===== src/rtl/axi_write_slave_if.sv =====
// -----------------------------------------------------------------------------
// axi_write_address_channel
// AXI4 write-address (AW) channel bundle.
//   master modport : drives the AW request fields and awvalid, samples awready
//   slave  modport : samples the AW request fields and awvalid, drives awready
// awuser collapses to a single bit when AXI_AWUSER_WIDTH is 0 so the bundle
// always elaborates; its content is never interpreted by the write slave.
// -----------------------------------------------------------------------------
interface axi_write_address_channel #(
  parameter int AXI_AWID_WIDTH   = 1,
  parameter int AXI_AWADDR_WIDTH = 32,
  parameter int AXI_AWUSER_WIDTH = 0
);
  localparam int UW = (AXI_AWUSER_WIDTH > 0) ? AXI_AWUSER_WIDTH : 1;

  logic [AXI_AWID_WIDTH-1:0]   awid;
  logic [AXI_AWADDR_WIDTH-1:0] awaddr;
  logic [7:0]                  awlen;
  logic [2:0]                  awsize;
  logic [1:0]                  awburst;
  logic                        awlock;
  logic [3:0]                  awcache;
  logic [2:0]                  awprot;
  logic [3:0]                  awqos;
  logic [3:0]                  awregion;
  logic [UW-1:0]               awuser;
  logic                        awvalid;
  logic                        awready;

  modport master (
    output awid, awaddr, awlen, awsize, awburst, awlock, awcache, awprot,
           awqos, awregion, awuser, awvalid,
    input  awready
  );

  modport slave (
    input  awid, awaddr, awlen, awsize, awburst, awlock, awcache, awprot,
           awqos, awregion, awuser, awvalid,
    output awready
  );
endinterface


===== src/rtl/axi_write_slave.sv =====
// -----------------------------------------------------------------------------
// axi_write_slave
// AXI4 write endpoint: accepts one AW request at a time, turns every accepted
// W beat into a single-cycle write strobe on a word-addressed memory port and
// answers with one B response.
// Ports:
//   aclk, aresetn         clock, asynchronous active-low reset
//   aw                    AW channel (slave modport)
//   wdata/wstrb/wlast     W payload; wvalid/wready W handshake
//   bid/bresp             B payload; bvalid/bready B handshake
//   mem_we/mem_addr       write strobe and word address
//   mem_wdata/mem_wstrb   W payload passed through to memory
//   mem_ready             memory accepts a write this cycle
// -----------------------------------------------------------------------------
module axi_write_slave #(
  parameter int AXI_AWID_WIDTH   = 1,
  parameter int AXI_AWADDR_WIDTH = 32,
  parameter int AXI_AWUSER_WIDTH = 0,
  parameter int AXI_WDATA_WIDTH  = 32
) (
  input  logic                                  aclk,
  input  logic                                  aresetn,
  axi_write_address_channel.slave               aw,
  input  logic [AXI_WDATA_WIDTH-1:0]            wdata,
  input  logic [AXI_WDATA_WIDTH/8-1:0]          wstrb,
  input  logic                                  wlast,
  input  logic                                  wvalid,
  output logic                                  wready,
  output logic [AXI_AWID_WIDTH-1:0]             bid,
  output logic [1:0]                            bresp,
  output logic                                  bvalid,
  input  logic                                  bready,
  output logic                                  mem_we,
  output logic [AXI_AWADDR_WIDTH-$clog2(AXI_WDATA_WIDTH/8)-1:0] mem_addr,
  output logic [AXI_WDATA_WIDTH-1:0]            mem_wdata,
  output logic [AXI_WDATA_WIDTH/8-1:0]          mem_wstrb,
  input  logic                                  mem_ready
);
  localparam int NB  = AXI_WDATA_WIDTH / 8;
  localparam int LNB = $clog2(NB);
  localparam int AW  = AXI_AWADDR_WIDTH;
  localparam logic [AW-1:0] ONE_A = {{(AW-1){1'b0}}, 1'b1};

  typedef enum logic [1:0] {IDLE = 2'd0, DATA = 2'd1, RESP = 2'd2} state_e;

  // Request-level errors that suppress every write of the burst.
  function automatic logic aw_bad(input logic [1:0] burst, input logic [2:0] size,
                                  input logic [7:0] len);
    logic bad_len;
    bad_len = (len != 8'd1) && (len != 8'd3) && (len != 8'd7) && (len != 8'd15);
    return (burst == 2'b11) || (size > 3'(LNB)) || ((burst == 2'b10) && bad_len);
  endfunction

  state_e                    state_q, state_d;
  logic                      awready_q, awready_d;
  logic                      bvalid_q, bvalid_d;
  logic [1:0]                bresp_q, bresp_d;
  logic [AXI_AWID_WIDTH-1:0] bid_q, bid_d;
  logic [AW-1:0]             addr_q, addr_d;
  logic [7:0]                len_q, len_d;
  logic [2:0]                size_q, size_d;
  logic [1:0]                burst_q, burst_d;
  logic [7:0]                cnt_q, cnt_d;
  logic                      sup_q, sup_d;
  logic                      err_q, err_d;

  logic          aw_hs_s, beat_s, mis_s;
  logic [AW-1:0] size_s, incr_s, window_s, base_s, next_addr_s;
  logic          unused_aw_s;

  assign unused_aw_s = ^{aw.awlock, aw.awcache, aw.awprot, aw.awqos, aw.awregion, aw.awuser};

  assign aw.awready = awready_q;
  assign aw_hs_s    = aw.awvalid & awready_q & (state_q == IDLE);
  assign wready     = (state_q == DATA) & mem_ready;
  assign beat_s     = wvalid & wready;
  assign mis_s      = wlast != (cnt_q == 8'd0);
  assign mem_we     = beat_s & ~sup_q;
  assign mem_addr   = addr_q[AW-1:LNB];
  assign mem_wdata  = wdata;
  assign mem_wstrb  = wstrb;
  assign bvalid     = bvalid_q;
  assign bresp      = bresp_q;
  assign bid        = bid_q;

  // Address of the following beat; INCR realigns, WRAP folds back to the window base.
  always_comb begin
    size_s   = ONE_A << size_q;
    incr_s   = (addr_q & ~(size_s - ONE_A)) + size_s;
    window_s = ({{(AW-8){1'b0}}, len_q} + ONE_A) * size_s;
    base_s   = addr_q & ~(window_s - ONE_A);
    case (burst_q)
      2'b01:   next_addr_s = incr_s;
      2'b10:   next_addr_s = (incr_s == base_s + window_s) ? base_s : incr_s;
      default: next_addr_s = addr_q;
    endcase
  end

  // Next-state and register update decisions for the transaction FSM.
  always_comb begin
    state_d  = state_q;
    bvalid_d = bvalid_q;
    bresp_d  = bresp_q;
    bid_d    = bid_q;
    addr_d   = addr_q;
    len_d    = len_q;
    size_d   = size_q;
    burst_d  = burst_q;
    cnt_d    = cnt_q;
    sup_d    = sup_q;
    err_d    = err_q;
    case (state_q)
      IDLE: begin
        if (aw_hs_s) begin
          bid_d   = aw.awid;
          addr_d  = aw.awaddr;
          len_d   = aw.awlen;
          size_d  = aw.awsize;
          burst_d = aw.awburst;
          cnt_d   = aw.awlen;
          sup_d   = aw_bad(aw.awburst, aw.awsize, aw.awlen);
          err_d   = 1'b0;
          state_d = DATA;
        end else begin
          state_d = IDLE;
        end
      end
      DATA: begin
        if (beat_s) begin
          addr_d = next_addr_s;
          err_d  = err_q | mis_s;
          if (cnt_q == 8'd0) begin
            // Burst length is taken from awlen only; wlast just feeds the error flag.
            state_d  = RESP;
            bvalid_d = 1'b1;
            bresp_d  = (sup_q | err_q | mis_s) ? 2'b10 : 2'b00;
          end else begin
            cnt_d = cnt_q - 8'd1;
          end
        end else begin
          state_d = DATA;
        end
      end
      RESP: begin
        if (bready) begin
          state_d  = IDLE;
          bvalid_d = 1'b0;
        end else begin
          state_d = RESP;
        end
      end
      default: begin
        state_d  = IDLE;
        bvalid_d = 1'b0;
      end
    endcase
    // awready is registered, so it is high exactly in the cycles spent in IDLE
    // (except the first cycle after reset release).
    awready_d = (state_d == IDLE);
  end

  // State and datapath registers.
  always_ff @(posedge aclk or negedge aresetn) begin
    if (!aresetn) begin
      state_q   <= IDLE;
      awready_q <= 1'b0;
      bvalid_q  <= 1'b0;
      bresp_q   <= 2'b00;
      bid_q     <= '0;
      addr_q    <= '0;
      len_q     <= 8'd0;
      size_q    <= 3'd0;
      burst_q   <= 2'b00;
      cnt_q     <= 8'd0;
      sup_q     <= 1'b0;
      err_q     <= 1'b0;
    end else begin
      state_q   <= state_d;
      awready_q <= awready_d;
      bvalid_q  <= bvalid_d;
      bresp_q   <= bresp_d;
      bid_q     <= bid_d;
      addr_q    <= addr_d;
      len_q     <= len_d;
      size_q    <= size_d;
      burst_q   <= burst_d;
      cnt_q     <= cnt_d;
      sup_q     <= sup_d;
      err_q     <= err_d;
    end
  end
endmodule

===== src/flat_wrapper.sv =====
// flat-port wrapper written by rule: the top's interface ports become plain ports
module axi_write_slave_flat 
#(
  parameter int AXI_AWID_WIDTH   = 1,
  parameter int AXI_AWADDR_WIDTH = 32,
  parameter int AXI_AWUSER_WIDTH = 0,
  parameter int AXI_WDATA_WIDTH  = 32
)
  (aclk, aresetn, wdata, wstrb, wlast, wvalid, wready, bid, bresp, bvalid, bready, mem_we, mem_addr, mem_wdata, mem_wstrb, mem_ready, aw_awid, aw_awaddr, aw_awlen, aw_awsize, aw_awburst, aw_awlock, aw_awcache, aw_awprot, aw_awqos, aw_awregion, aw_awuser, aw_awvalid, aw_awready);
  axi_write_address_channel #(.AXI_AWID_WIDTH(AXI_AWID_WIDTH), .AXI_AWADDR_WIDTH(AXI_AWADDR_WIDTH), .AXI_AWUSER_WIDTH(AXI_AWUSER_WIDTH)) aw_i ();
  input  logic aclk;
  input  logic aresetn;
  input  logic [AXI_WDATA_WIDTH-1:0] wdata;
  input  logic [AXI_WDATA_WIDTH/8-1:0] wstrb;
  input  logic wlast;
  input  logic wvalid;
  output logic wready;
  output logic [AXI_AWID_WIDTH-1:0] bid;
  output logic [1:0] bresp;
  output logic bvalid;
  input  logic bready;
  output logic mem_we;
  output logic [AXI_AWADDR_WIDTH-$clog2(AXI_WDATA_WIDTH/8)-1:0] mem_addr;
  output logic [AXI_WDATA_WIDTH-1:0] mem_wdata;
  output logic [AXI_WDATA_WIDTH/8-1:0] mem_wstrb;
  input  logic mem_ready;
  input wire logic [$bits(aw_i.awid)-1:0] aw_awid;
  input wire logic [$bits(aw_i.awaddr)-1:0] aw_awaddr;
  input wire logic [$bits(aw_i.awlen)-1:0] aw_awlen;
  input wire logic [$bits(aw_i.awsize)-1:0] aw_awsize;
  input wire logic [$bits(aw_i.awburst)-1:0] aw_awburst;
  input wire logic [$bits(aw_i.awlock)-1:0] aw_awlock;
  input wire logic [$bits(aw_i.awcache)-1:0] aw_awcache;
  input wire logic [$bits(aw_i.awprot)-1:0] aw_awprot;
  input wire logic [$bits(aw_i.awqos)-1:0] aw_awqos;
  input wire logic [$bits(aw_i.awregion)-1:0] aw_awregion;
  input wire logic [$bits(aw_i.awuser)-1:0] aw_awuser;
  input wire logic [$bits(aw_i.awvalid)-1:0] aw_awvalid;
  output wire logic [$bits(aw_i.awready)-1:0] aw_awready;
  assign aw_i.awid = aw_awid;
  assign aw_i.awaddr = aw_awaddr;
  assign aw_i.awlen = aw_awlen;
  assign aw_i.awsize = aw_awsize;
  assign aw_i.awburst = aw_awburst;
  assign aw_i.awlock = aw_awlock;
  assign aw_i.awcache = aw_awcache;
  assign aw_i.awprot = aw_awprot;
  assign aw_i.awqos = aw_awqos;
  assign aw_i.awregion = aw_awregion;
  assign aw_i.awuser = aw_awuser;
  assign aw_i.awvalid = aw_awvalid;
  assign aw_awready = aw_i.awready;
  axi_write_slave #(.AXI_AWID_WIDTH(AXI_AWID_WIDTH), .AXI_AWADDR_WIDTH(AXI_AWADDR_WIDTH), .AXI_AWUSER_WIDTH(AXI_AWUSER_WIDTH), .AXI_WDATA_WIDTH(AXI_WDATA_WIDTH)) u_core (.aclk(aclk), .aresetn(aresetn), .aw(aw_i), .wdata(wdata), .wstrb(wstrb), .wlast(wlast), .wvalid(wvalid), .wready(wready), .bid(bid), .bresp(bresp), .bvalid(bvalid), .bready(bready), .mem_we(mem_we), .mem_addr(mem_addr), .mem_wdata(mem_wdata), .mem_wstrb(mem_wstrb), .mem_ready(mem_ready));
endmodule

===== config.mk =====
export PLATFORM = sky130hd
export DESIGN_NAME = axi_write_slave_flat
export DESIGN_NICKNAME = d
export VERILOG_FILES = /design/src/rtl/axi_write_slave_if.sv /design/src/rtl/axi_write_slave.sv /design/src/flat_wrapper.sv
export SDC_FILE = /design/constraint.sdc
export NUM_CORES = 1
export LEC_CHECK = 0
export BUFFER_PORTS_ARGS = -buffer_cell sky130_fd_sc_hd__buf_2
export CORE_AREA = 2 2 135 137
export DETAILED_ROUTE_END_ITERATION = 12
export DIE_AREA = 0 0 137 139
export GPL_TIMING_DRIVEN = 0
export PLACE_DENSITY_LB_ADDON = 0.1
export SLEW_MARGIN = 25
export SYNTH_ARGS = -nofsm -noshare
export SYNTH_HDL_FRONTEND = slang
export SYNTH_SLANG_ARGS = --single-unit

===== constraint.sdc =====
create_clock -name aclk -period 14.85 [get_ports aclk]
set_input_delay 2.2275 -clock aclk [delete_from_list [all_inputs] [get_ports aclk]]
set_output_delay 2.2275 -clock aclk [all_outputs]
set_load 0.005 [all_outputs]

==> reports/metrics.cfg <==
[outcome]
status = finished clean

[timing]
grt_setup_unrepaired = false
hold_viol = 0
timing.final.crit_share_pct = 74.4
tightest_slew_ns = 1.05
fin_crit_ns = 11.04
finalSetupTns_ns = 0
drv_slew = 0
setup_viol = 0
layout_setup_ws_ns = 3.81
slew_headroom_pct = 29.2
fmaxAchievable_ghz = 0.0905
fin_skew_ns = 0.00365

[cells_and_area]
fillers = 1656
seq_area_mm2 = 0.00153
syn_to_final_growth_pct = 11.8
nets = 1748
diodes = 0
multi_input_area_mm2 = 0.00780
drive_gt1_share_pct = 17.0

[clock_tree]
cts_resized = 0
root_buffer = clkbuf_16
cts_num_sinks = 61
insertion_delay_ns = 0.35
h-tree-depth = 3
cts_setup_buffers = 0
clockBufferDepth = 2
path_clk_slew_ns = 0.06
cts_buffers = 9
ctsHoldBuffers = 0
cts_tree = built

[drt]
dr.first_iter.drc_count = 1377
highest_layer = met4
via_per_inst = 6.44
ant_nets = 0
vias = 11400
wl_per_cell_um = 20.1
dr_wl_met2_um = 15800
drcViolationCount = 0
first_pass_iters = 6
wl_met3_um = 3660
routedLengthMet1_um = 15000
wl_um = 35800

[yosys]
synth_top_area_share_pct = 14.6
synth_area_leaders = dfrtp_1 15%, fa_1 8.4%, ha_1 6.3%
yosysMostFrequentCell = nand2_1
yosys_most_used_dff = dfrtp_1
syn_inst = 1409
synth_common_cells = 157 x nand2_1, 119 x nor2_1, 95 x o21ai_0, 86 x inv_1, 84 x a21oi_1
yosysTopAreaCell = dfrtp_1
ys_seq_area_share_pct = 14.6
synth_fp_nets = 1612
ys_warn_count = 0
synth.distinct_cells = 96
ys_ff_latch = 61
synth_edf_count = 0
async_flop_share_pct = 100
synth_area_mm2 = 0.0105
avgSynthCellArea_um2 = 7.42

[hold_path]
hold_path_startpoint = u_core.bid$_DFFE_PN0P_
whs_endpoint = u_core.bid$_DFFE_PN0P_
hold_path.class = reg2reg
min_path_cells = 2

[global_routing]
grt_max_degree = 33
grt_usage_pct = 37.5
antenna_found_initial = 0
grt_pass1_wl_um = 56700
grt_pass1_vias = 10700
overflow = 0

[place]
gp_congestion = 0.972
dp_hpwl_um = 28100
portBuffers = 124
dp_slack_ns = 4.13

[critical_path]
end_kind = flop
rr_worst_depth = 36
cp_max_fo = 10
path_delay_family = compound AO/OA/AOI/OAI gates
rr_startpoint = u_core.size_q[2]$_DFFE_PN0P_
cp_slowest_cell = xnor2_1
critPathKind = reg2reg
critPathMaxStageDelay_ns = 0.68
r2r-end = u_core.addr_q[18]$_DFFE_PN0P_
crit_buf_inv = 10
r2r_setup_slack_ns = 3.81
crit_required_ns = 15.10
arrival_ns = 11.30
worst_setup_path_start_kind = flop

[floorplanning]
die_w_um = 137
dieArea_mm2 = 0.0190
coreArea_mm2 = 0.0177
start_util_pct = 59.2
rows = 49
fp.dieH_um = 139
io_pins = 179

[power]
p_leak_nw = 5.42
ir_worst_vdd_v = 0.000135
p_per_area_mw_per_mm2 = 274

[flow_run]
timing.max_cap.violations = 0

-- worst min-delay path, delay by kind of cell, from the launching register on --
family        cells  cell delay [ns]
simple gates      2             0.11
flops             1             0.35
-- cell type report --
cell class	count	area share, %
Multi-Input combinational cell	1124	66.7
Sequential cell	61	13.1
Buffer	136	6.89
Timing Repair Buffer	125	5.50
Inverter	88	2.83
Tap cell	229	2.45
Clock buffer	9	1.93
Clock inverter	7	0.674
-- metrics by stage --
step / util [%] / hold slack [ns] / cells / instance area, um^2 / total power, mW
finish: 66.2 / 0.490 / 1779 / 11700 / 3.20
global route: 66.2 / 0.502 / 1779 / 11700 / 3.47
CTS: 66.2 / 0.489 / 1779 / 11700 / 3.13
detailed placement: 64.5 / 0.474 / 1763 / 11400 / 2.89
global placement: 64.3 / 0.456 / 1762 / 11400 / 2.86
floorplan: - / 0.461 / 1409 / 10500 / 2.23
-- logic make-up after synthesis --
family                     after synthesis  share of synthesized area, %
DFF                                     61                          14.6
AOI/OAI and AO/OA                      385                          25.4
xor gates and xnor gates                68                          5.90
muxes                                   13                          1.28
adders and majority gates               97                          14.8
buffers and inverters                  224                          10.9
and+or+nand+nor                        560                          27.1
other                                    1                        0.0359
-- how the worst max path moves through the flow --
stage | start | endpoint | slack [ns] | depth (start not counted)
global placement | u_core.size_q[2]$_DFFE_PN0P_ | u_core.addr_q[18]$_DFFE_PN0P_ | 4.22 | 36
floorplan | u_core.size_q[2]$_DFFE_PN0P_ | u_core.addr_q[5]$_DFFE_PN0P_ | 5.99 | 35
CTS | u_core.size_q[2]$_DFFE_PN0P_ | u_core.addr_q[5]$_DFFE_PN0P_ | 4.10 | 34
finish | u_core.size_q[2]$_DFFE_PN0P_ | u_core.addr_q[18]$_DFFE_PN0P_ | 3.81 | 36
detailed placement | u_core.size_q[2]$_DFFE_PN0P_ | u_core.addr_q[18]$_DFFE_PN0P_ | 4.13 | 36
global route | u_core.size_q[2]$_DFFE_PN0P_ | u_core.addr_q[12]$_DFFE_PN0P_ | 3.16 | 35
-- sequential cells by signal (all words and copies together) (netlist names), 2 cells and up --
| signal | cells |
|---|---|
| u_core.addr_q | 32 |
| u_core.size_q | 3 |
| u_core.cnt_q | 8 |
| u_core.len_q | 8 |
| u_core.state_q | 2 |
| u_core.burst_q | 2 |
-- layer usage --
metal,vias up,track usage [%]
met5,-,0
met4,0,14.7
met3,108,7.24
met2,683,56.8
met1,5382,52.5
li1,5275,-
-- placed cells by master, fill, tap and decap left out, types with 14 or more instances in the layout --
cell type,synthesis,routed
a21o_1,14,14
a21oi_1,84,84
a31oi_1,26,26
and2_1,24,24
and3_1,44,44
buf_2,7,130
buf_4,68,69
clkbuf_1,50,50
dfrtp_1,61,61
fa_1,44,44
ha_1,53,53
inv_1,86,86
nand2_1,157,157
nand2b_1,17,17
nand3_1,48,48
nand4_1,14,14
nor2_1,119,119
nor3_1,44,44
nor4_1,15,15
o21ai_0,95,95
xnor2_1,44,44
xor2_1,22,22
-- power breakdown --
group	internal, mW	leakage, nW	switching [mW]
registers	0.244	0.736	0.108
logic	0.972	4.53	1.65
clock network	0.133	0.152	0.0927
(Power assumes the default switching activity.)
